<file path="src/rtl/fetch_pc_unit.sv">
// Program counter and next-PC selection for the single-cycle CPU, including
// trap entry, eret return, EPC/cause tracking and edge-captured interrupts.
module fetch_pc_unit #(
    parameter logic [31:0] RESET_VECTOR   = 32'h0000_0000,
    parameter logic [31:0] HANDLER_VECTOR = 32'h0000_0070,
    parameter logic [4:0]  INT_CODE       = 5'd0,
    parameter logic [4:0]  ADEL_CODE      = 5'd4
) (
    input  logic        Clk,
    input  logic        Reset,
    input  logic        Stall,
    input  logic        BranchTaken,
    input  logic [15:0] Imm16,
    input  logic        JumpEn,
    input  logic [25:0] JumpIdx,
    input  logic        JrEn,
    input  logic [31:0] RegTarget,
    input  logic        Eret,
    input  logic        ExcReq,
    input  logic [4:0]  ExcCode,
    input  logic        IntReq,
    input  logic        IE,
    output logic [31:0] PC,
    output logic [31:0] PCPlus4,
    output logic [31:0] EPC,
    output logic [4:0]  CauseCode,
    output logic        InHandler
);

    logic [31:0] pc_q;
    logic [31:0] epc_q;
    logic [4:0]  cause_q;
    logic        in_handler_q;
    logic        int_pending;
    logic        int_prev;

    logic [31:0] pc_plus4;
    logic [31:0] branch_target;
    logic [31:0] jump_target;
    logic [31:0] seq_next;
    logic        adel;
    logic        exc_take;
    logic        int_take;
    logic        int_edge;
    logic        int_clear;

    assign pc_plus4      = pc_q + 32'd4;
    assign branch_target = pc_plus4 + {{14{Imm16[15]}}, Imm16, 2'b00};
    assign jump_target   = {pc_plus4[31:28], JumpIdx, 2'b00};

    assign adel      = JrEn & (RegTarget[1:0] != 2'b00);
    assign exc_take  = ExcReq | adel;
    assign int_take  = int_pending & IE & ~in_handler_q;
    assign int_edge  = IntReq & ~int_prev;
    // A synchronous fault outranks the interrupt, so the pending bit survives it.
    assign int_clear = ~Stall & ~exc_take & int_take;

    always_comb begin
        // NOTE: default first so every path assigns seq_next and no latch is inferred.
        seq_next = pc_plus4;
        if (JrEn)
            seq_next = RegTarget;
        else if (JumpEn)
            seq_next = jump_target;
        else if (BranchTaken)
            seq_next = branch_target;
    end

    // NOTE: all state updates use non-blocking assignments so every register
    // sees the pre-edge values of the others.
    always_ff @(posedge Clk) begin
        if (Reset) begin
            pc_q         <= RESET_VECTOR;
            epc_q        <= 32'd0;
            cause_q      <= 5'd0;
            in_handler_q <= 1'b0;
            int_pending  <= 1'b0;
            int_prev     <= 1'b0;
        end else begin
            // Edge capture runs even while stalled so no request is lost.
            int_prev    <= IntReq;
            int_pending <= (int_pending & ~int_clear) | int_edge;

            if (!Stall) begin
                if (exc_take) begin
                    pc_q         <= HANDLER_VECTOR;
                    epc_q        <= pc_q;
                    cause_q      <= ExcReq ? ExcCode : ADEL_CODE;
                    in_handler_q <= 1'b1;
                end else if (int_take) begin
                    // The current instruction completes; resume at its successor.
                    pc_q         <= HANDLER_VECTOR;
                    epc_q        <= seq_next;
                    cause_q      <= INT_CODE;
                    in_handler_q <= 1'b1;
                end else if (Eret) begin
                    pc_q         <= epc_q;
                    in_handler_q <= 1'b0;
                end else begin
                    pc_q <= seq_next;
                end
            end
        end
    end

    assign PC        = pc_q;
    assign PCPlus4   = pc_plus4;
    assign EPC       = epc_q;
    assign CauseCode = cause_q;
    assign InHandler = in_handler_q;

endmodule

</file>
<file path="config.mk">
export PLATFORM = sky130hd
export DESIGN_NAME = fetch_pc_unit
export DESIGN_NICKNAME = d
export VERILOG_FILES = /design/src/rtl/fetch_pc_unit.sv
export SDC_FILE = /design/constraint.sdc
export NUM_CORES = 1
export LEC_CHECK = 0
export ABC_CLOCK_PERIOD_IN_PS = 9200
export CAP_MARGIN = 10
export CORE_MARGIN = 5
export CORE_UTILIZATION = 40
export CTS_CLUSTER_DIAMETER = 200
export DETAILED_ROUTE_END_ITERATION = 10
export GPL_ROUTABILITY_DRIVEN = 1
export PLACE_DENSITY = 0.69
export SETUP_SLACK_MARGIN = 0.4
export SLEW_MARGIN = 30
export SYNTH_ARGS = -nofsm -noshare
export SYNTH_HDL_FRONTEND = slang
export SYNTH_SLANG_ARGS = --single-unit
</file>
<file path="constraint.sdc">
create_clock -name Clk -period 9.2 [get_ports Clk]
set_clock_uncertainty 0.1 [all_clocks]
set_input_delay 1.84 -clock Clk [delete_from_list [all_inputs] [get_ports Clk]]
set_output_delay 1.84 -clock Clk [all_outputs]
set_load 0.05 [all_outputs]
</file>
==> results of run 1 <==
## synthesized netlist by cell type, drive strengths merged (3+ instances only)
cell      n  area, sq um
nand2   118        442.9
o21ai    87        435.4
a21oi    80        400.4
nor2     78        292.8
dfxtp    72         1441
clkbuf   47        176.4
ha       37        462.9
xnor2    29        254.0
inv      27        101.4
nand3    24        120.1
o211ai   19        156.4
a21o     16        120.1
buf      16        76.32
nor3     16        80.08
and3     15        98.84
a211oi   14        110.1
nand4    14        87.58
or3      14        87.58
o22ai    12        75.07
o31ai    11        87.58
xor2     11        96.34
and4     10        90.09
mux2i    10        112.6
a31oi     9        56.30
a32oi     9        78.83
a221oi    8        70.07
nand2b    8        50.05
and2      7        43.79
o21a      7        52.55
o21bai    7        52.55
nor2b     6        37.54
o221ai    6        52.55
a22oi     5        37.54
nor4      5        46.29
a211o     3        26.28
a21boi    3        22.52
a22o      3        26.28
a311oi    3        26.28
a31o      3        26.28
nor4b     3        26.28
o211a     3        30.03
o311ai    3        26.28
## path summary, 6_finish.rpt
| kind | to | slack [ps] | depth (start not counted) |
|---|---|---|---|
| worst max-delay path | PC[31]$_SDFFE_PP0N_ | 3820 | 7 |
| worst min-delay path | CauseCode[0]$_SDFFE_PP0P_ | 350 | 2 |
| worst max register to register | EPC[25]$_SDFFE_PP0P_ | 4580 | 15 |
| worst min register to register | CauseCode[0]$_SDFFE_PP0P_ | 350 | 2 |
## state kept, by name (all words and copies together), names as in the netlist
register,count
EPC,32
PC,32
CauseCode,5
InHandler,1
int_pending,1
int_prev,1
## layer usage
metal | global-route usage | vias up | part of all wire
met5 | 0 | - | 0
met4 | 0.06486 | 0 | 0.018
met3 | 0.06654 | 41 | 0.093
met2 | 0.4324 | 373 | 0.45
met1 | 0.3833 | 3589 | 0.44
li1 | - | 3635 | -
## logic make-up after synthesis
group,share of synthesized area
simple gates,0.2445
flops,0.2241
mux,0.01926
fa+ha+maj,0.07508
compound gates,0.3264
xor+xnor,0.05446
buf+inv,0.05622
## layout make-up
type,instances,area (sq um)
clock buffer,13,250.2
clock inverter,1,5.005
fill,1518,7118
inverter,29,108.9
multi-input combinational,740,4647
sequential,72,1441
tap,216,270.3
timing repair buffer,201,1987
## report_power, final
part	total (mW)	switching, mW	internal [mW]
Clock	0.313	0.126	0.187
Combinational	0.346	0.217	0.129
Sequential	0.344	0.0173	0.326
Total	1.00	0.360	0.642
## layout by cell type, fill, tap and decap left out, types with 7 or more instances in the layout
| cell type | n |
|---|---|
| clkdlybuf4s50_1 | 189 |
| nand2_1 | 118 |
| a21oi_1 | 79 |
| nor2_1 | 78 |
| o21ai_0 | 77 |
| dfxtp_1 | 72 |
| ha_1 | 37 |
| xnor2_1 | 29 |
| inv_1 | 26 |
| nand3_1 | 24 |
| o211ai_1 | 18 |
| a21o_1 | 16 |
| nor3_1 | 15 |
| and3_1 | 14 |
| or3_1 | 14 |
| nand4_1 | 14 |
| a211oi_1 | 13 |
| o22ai_1 | 12 |
| xor2_1 | 11 |
| o21ai_1 | 10 |
| o31ai_1 | 10 |
| buf_4 | 10 |
| a31oi_1 | 9 |
| mux2i_1 | 9 |
| a32oi_1 | 9 |
| and4_1 | 9 |
| clkbuf_16 | 9 |
| nand2b_1 | 8 |
| a221oi_1 | 8 |
| and2_1 | 7 |
| o21a_1 | 7 |
| o21bai_1 | 7 |
## worst max-delay path, stage by stage
cell	delay, ps
clkdlybuf4s50_1	1080
clkinv_1	890
nor2_1	810
nand2_1	200
mux2i_4	240
nor2_1	70
or3_1	350
## through the flow
step	util	std cells
floorplan	-	904
global placement	0.5332	1257
detailed placement	0.5332	1257
CTS	0.5493	1271
global route	0.5503	1272
finish	0.5503	1272
==> out/metrics.sh, run 1 <==
GRT_SETUP_UNREPAIRED='false'
CTS.REPORTEDPATHS.CLKPINSLEW_PS=50
SYNTH.NET_COUNT=1031
TIMING.CRITICAL_PATH.TO_TYPE='flop'
GRT_PASS1_VIAS=7163
REQUIRED_PS=9320
WORSTSKEWPAIRLATENCY_PS=340
WORST-PATH-MAX-FANOUT=27
FINAL_CLOCK_PERIOD_UTILIZATION_BY_THE_WORST_PATH=0.5852
POST_CTS.REPAIR.SETUP_BUFFERS=0
POWER_DENSITY_nW_PER_UM2=115.1
NUMBER_OF_BUFFERS_INSERTED_DURING_CLOCK_TREE_SYNTHESIS=9
ROUTABILITYCONGESTION=0.9269
GRT.OVERFLOW.TOTAL=0
PIN_COUNT=191
GRT_START_MAX_NET_PINS=61
LEAKAGEPOWER_nW=3.315
VDD_DROP_MAX_mV=0.1020
ARRIVAL_PS=5500
POSTLAYOUTCELLAREA_SQ_UM=8710
WORST_PIN_SLEW_PS=969.1
SETUP_TNS_PS=0
GRT_FIRST_PASS_WIRELENGTH_MICRONS=40320
STATUS='finished, final reports clean'
MAX_FREQ_MHz=185.7
ROUTE.DETAILED.WL_PER_INST_MICRONS=20.63
SLEW_VIOL_FINAL=0
SYN-CELL-AREA_SQ_UM=6432
HOLD-WORST-SLACK_PS=348.4
HPWL_MICRONS=19800
CTS_H_TREE_DEPTH=3
CLKSINKCOUNT=72
CTS_TREE='built'
CTS-ROOT-TO-SINK-BUFFERS=2
DRT_FIRST_PASS_ITERS=5
TIMING.HOLD.WORST.START='CauseCode[0]$_SDFFE_PP0P_'
PLACE_WS_PS=3532
REMAINING_DRC_ERRORS=0
STARTPOINT_TYPE='input pin'
NUMBER_OF_DIFFERENT_LIBRARY_CELLS_IN_THE_POST_SYNTHESIS_NETLIST=73
VIA_PER_INST=6.005
MEAN_SYN_CELL_AREA_SQ_UM=7.116
CLOCK-ROOT-BUFFER='clkbuf_16'
FLOORPLAN.INITIALDENSITY=0.4064
POSTSYNTH.TOPFLOPCELL='dfxtp_1'
CORE_AREA_SQ_UM=15830
SYNTH-SEQ-CELLS=72
MAX_SLEW_MARGIN=0.3499
POST_ROUTE_CELLS_DRIVE_ABOVE_1_SHARE=0.03598
WORSTREG2REGSTART='PC[2]$_SDFFE_PP0N_'
ANTENNA_FOUND_INITIAL=0
NUM_VIAS=7638
WIRELENGTH_MICRONS=26250
CTS_HOLD_BUF=0
WORSTSETUPPATHTYPE='input pin to flop'
POST_SYNTH_EDFFS=0
POST_CTS.RESIZED_INSTANCES=0
DIE_H_MICRONS=136.8
DESIGN.DIE.AREA_SQ_UM=18720
DRT_ITER0_MARKERS=764
MAX_CAP_VIOLATIONS=0
DIODES=0
POST-ROUTE-MIN-PERIOD_PS=5384
NUMBER_OF_NETS_IN_THE_FINISHED_DESIGN=1180
SYNTH-ASYNC-RESET-RATIO=0
ROWS=46
ANTENNA_VIOLATING_NETS_POST_ROUTE=0
HOLD_PATH_CLASS='flop to flop'
FINAL_HOLD_VIOL_COUNT=0
FIN_WS_PS=3816
SYNTH_SEQUENTIAL_AREA_RATIO=0.2241
YOSYSWARNINGCOUNT=0
CRITICAL_PATH.STARTPOINT='BranchTaken'
PLACED_CELL_AREA_SQ_UM=8439
SETUP_VIOL=0
TOTAL_POWER_mW=1.002
FP.DIEW_MICRONS=136.8
AREA_GROWTH_PCT=35.40
NETLIST_INSTANCES=904
IO_BUFFER_COUNT=190
TRACK_USAGE=0.2758
Power figures use the tool's default switching activity.
==> run 2: changes to the inputs <==
--- a/config.mk
+++ b/config.mk
@@ -5,7 +5,7 @@
 export SDC_FILE = /design/constraint.sdc
 export NUM_CORES = 1
 export LEC_CHECK = 0
-export ABC_CLOCK_PERIOD_IN_PS = 9200
+export ABC_CLOCK_PERIOD_IN_PS = 5630
 export CAP_MARGIN = 10
 export CORE_MARGIN = 5
 export CORE_UTILIZATION = 40
==> constraint.sdc (replaced) <==
create_clock -name Clk -period 5.63 [get_ports Clk]
set_clock_uncertainty 0.1 [all_clocks]
set_input_delay 1.126 -clock Clk [delete_from_list [all_inputs] [get_ports Clk]]
set_output_delay 1.126 -clock Clk [all_outputs]
set_load 0.05 [all_outputs]
==> run 2 against run 1 <==
First-iteration DRC count rose by 23%. Register-to-register slack got worse by 3500 ps. Critical path depth is 1 lower. Non-clock buffer count increased by 5. Hold slack gained 1.2 ps. Sequential power is 63% higher. Core utilization up 0.38 points. Flip-flop and latch count unchanged. Critical path type is now flop to output port. Highest routed layer unchanged.
==> out/metrics.sh, run 2 (synthesis gave the netlist of run 1 again) <==
STATUS='finished, final reports clean'  # unchanged
SETUP_TNS_PS=0  # unchanged
POWER_FRAC_COMB=0.337  # was 0.345
ROUTE.DETAILED.WL_PER_INST_MICRONS=20.75  # was 20.63 microns
IO_BUFFER_COUNT=190  # unchanged
FLOORPLAN.INITIALDENSITY=0.4064  # unchanged
SLEW_VIOL_FINAL=0  # unchanged
POST_ROUTE_CELLS_DRIVE_ABOVE_1_SHARE=0.04421  # was 0.03598
GRT_USE_MET3=0.05699  # was 0.06654
CLOCK-ROOT-BUFFER='clkbuf_16'  # unchanged
AREA_GROWTH_PCT=36.34  # was 35.40%
DESIGN.DIE.AREA_SQ_UM=18720  # unchanged
CTS.REPORTEDPATHS.CLKPINSLEW_PS=60  # was 50 ps
POST_CTS.RESIZED_INSTANCES=0  # unchanged
P_SW_FRAC=0.3580  # was 0.3596
LAYOUT.FILLER_CELLS=1510  # was 1518
FINAL_CLOCK_PERIOD_UTILIZATION_BY_THE_WORST_PATH=0.8174
GRT_PASS1_VIAS=7035  # was 7163
WORSTSKEWPAIRLATENCY_PS=340  # about the same
TIMING.CRITICAL_PATH.TO_TYPE='output port'  # was flop
NUMBER_OF_BUFFERS_INSERTED_DURING_CLOCK_TREE_SYNTHESIS=9  # unchanged
WORST_PIN_SLEW_PS=953.3  # was 969.1 ps
GRT_START_MAX_NET_PINS=51  # was 61
ROWS=46  # unchanged
CTS-ROOT-TO-SINK-BUFFERS=2  # unchanged
HOLD_END='CauseCode[1]$_SDFFE_PP0P_'  # was CauseCode[0]$_SDFFE_PP0P_
CTS_TREE='built'  # unchanged
GRT_USE_MET2=0.4129  # was 0.4324
TRACK_USAGE=0.2767  # was 0.2758
PLACED_CELL_AREA_SQ_UM=8478  # was 8439 sq um
POST_CTS.REPAIR.SETUP_BUFFERS=0  # unchanged
MOSTFREQUENTLAYOUTCELLS='clkdlybuf4s50_1, nand2_1, a21oi_1'  # unchanged
WORSTREG2REGSTART='PC[2]$_SDFFE_PP0N_'  # unchanged
DIODES=0  # unchanged
HOLD_PATH_CLASS='flop to flop'  # unchanged
VIA_PER_INST=5.991  # was 6.005
SETUP_VIOL=0  # unchanged
CTS_HOLD_BUF=0  # unchanged
FP.DIEW_MICRONS=136.8  # unchanged
STARTPOINT_TYPE='flop'  # was input pin
REQUIRED_PS=4400  # was 9320 ps
WORSTSETUPPATHTYPE='flop to output port'  # was input pin to flop
DRT_FIRST_PASS_ITERS=5  # unchanged
POST-ROUTE-MIN-PERIOD_PS=4602
CORE_AREA_SQ_UM=15830  # unchanged
WIRELENGTH_MICRONS=26540  # was 26250 microns
CLKSINKCOUNT=72  # unchanged
DRT_ITER0_MARKERS=941  # was 764
REMAINING_DRC_ERRORS=0  # unchanged
GRT_FIRST_PASS_WIRELENGTH_MICRONS=40240  # was 40320 microns
WORST-PATH-MAX-FANOUT=8  # was 27
MAX_SLEW_MARGIN=0.3605  # was 0.3499
POWER.SHARE.SEQUENTIAL=0.335  # was 0.343
PWR-SHARE-CLK=0.328  # was 0.312
TIMING.HOLD.WORST.START='CauseCode[1]$_SDFFE_PP0P_'  # was CauseCode[0]$_SDFFE_PP0P_
PIN_COUNT=191  # unchanged
REG2REG_TO='EPC[26]$_SDFFE_PP0P_'  # was EPC[25]$_SDFFE_PP0P_
ANTENNA_FOUND_INITIAL=0  # unchanged
GRT.OVERFLOW.TOTAL=0  # unchanged
TIMING.REG2REG.SETUP_SLACK_PS=1080  # was 4580 ps
REG2REG_DEPTH=16  # was 15
NUMBER_OF_NETS_IN_THE_FINISHED_DESIGN=1185  # was 1180
MAX_CAP_VIOLATIONS=0  # unchanged
DIE_H_MICRONS=136.8  # unchanged
VDD_DROP_MAX_mV=0.1694  # was 0.1020 mV
CTS_H_TREE_DEPTH=3  # unchanged
MIN_DELAY_PATH_DEPTH=2  # unchanged
POWER_REPORT.INTERNAL_TOTAL_mW=1.078  # was 0.6419 mW
BUSIEST_LAYER='met2'  # unchanged
NUM_VIAS=7663  # was 7638
ANTENNA_VIOLATING_NETS_POST_ROUTE=0  # unchanged
POSTLAYOUTCELLAREA_SQ_UM=8770  # was 8710 sq um
HPWL_MICRONS=19850  # was 19800 microns
POWER_DENSITY_nW_PER_UM2=191.5  # was 115.1 nW/um^2
ROUTABILITYCONGESTION=0.9431  # was 0.9269
GLOBAL_ROUTE.USAGE.MET1=0.4027  # was 0.3833
MAX_FREQ_MHz=217.3
FINAL_HOLD_VIOL_COUNT=0  # unchanged
LEAKAGEPOWER_nW=3.357  # was 3.315 nW
GRT_SETUP_UNREPAIRED='false'  # unchanged
ARRIVAL_PS=3380  # was 5500 ps
LAYOUT_COMMONEST_CELL='clkdlybuf4s50_1'  # unchanged
POWER_SWITCHING_mW=0.6012  # was 0.3605 mW
-- run 2: cell count changes in the layout (fill, tap and decap cells not counted), sizes merged --
| cell | change |
|---|---|
| buf | +5 |
| clkinv | +2 |
-- run 2: cell type report --
class,instances,area (sq um),share of cell area
Sequential cell,72,1441,0.1644
Tap cell,216,270.3,0.03082
Timing Repair Buffer,206,2017,0.2300
Clock inverter,3,15.01,0.001712
Clock buffer,13,270.3,0.03082
Inverter,29,108.9,0.01241
Multi-Input combinational cell,740,4647,0.5299
-- run 2: routing by layer --
metal	part of all wire	routed length (microns)	vias up
li1	-	-	3639
met1	0.45	11860	3586
met2	0.43	11460	402
met3	0.10	2677	36
met4	0.020	540	0
met5	0	0	-
-- run 2: critical path: stages (launching register included) --
cell	delay [ps]
dfxtp_1	490
and4_1	310
nand4_1	290
nor2_1	330
nand4_1	190
xnor2_1	490
clkdlybuf4s50_1	920
-- run 2: worst max path at each step --
stage | start | slack (ps) | endpoint | depth (start not counted)
detailed placement | Imm16[15] | 1010 | PC[30]$_SDFFE_PP0N_ | 11
finish | PC[7]$_SDFFE_PP0N_ | 1030 | PCPlus4[31] | 6
floorplan | PC[2]$_SDFFE_PP0N_ | 560 | PC[31]$_SDFFE_PP0N_ | 15
global placement | Imm16[15] | 980 | PC[30]$_SDFFE_PP0N_ | 11
CTS | PC[7]$_SDFFE_PP0N_ | 1060 | PCPlus4[31] | 6
global route | PC[7]$_SDFFE_PP0N_ | 880 | PCPlus4[31] | 6
-- run 2: metrics by stage --
| step | setup WS (ps) | util | instances | power [mW] | hold WS [ps] |
|---|---|---|---|---|---|
| after floorplan | 557.7 | - | 904 | 0.9097 | 342.6 |
| after global placement | 984.3 | 0.5357 | 1263 | 1.130 | 338.2 |
| after detailed placement | 1011 | 0.5357 | 1263 | 1.129 | 346.2 |
| after CTS | 1058 | 0.5537 | 1279 | 1.674 | 350.9 |
| after global routing | 876.6 | 0.5541 | 1279 | 1.741 | 385.8 |
| final | 1028 | 0.5541 | 1279 | 1.679 | 349.6 |
-- run 2: power by group through the flow --
| stage | sequential, mW | combinational, mW | clock (mW) |
|---|---|---|---|
| detailed placement | 0.572 | 0.557 | 0 |
| global placement | 0.572 | 0.558 | 0 |
| CTS | 0.561 | 0.560 | 0.553 |
| floorplan | 0.639 | 0.271 | 0 |
| finish | 0.562 | 0.567 | 0.551 |
| global route | 0.565 | 0.603 | 0.574 |
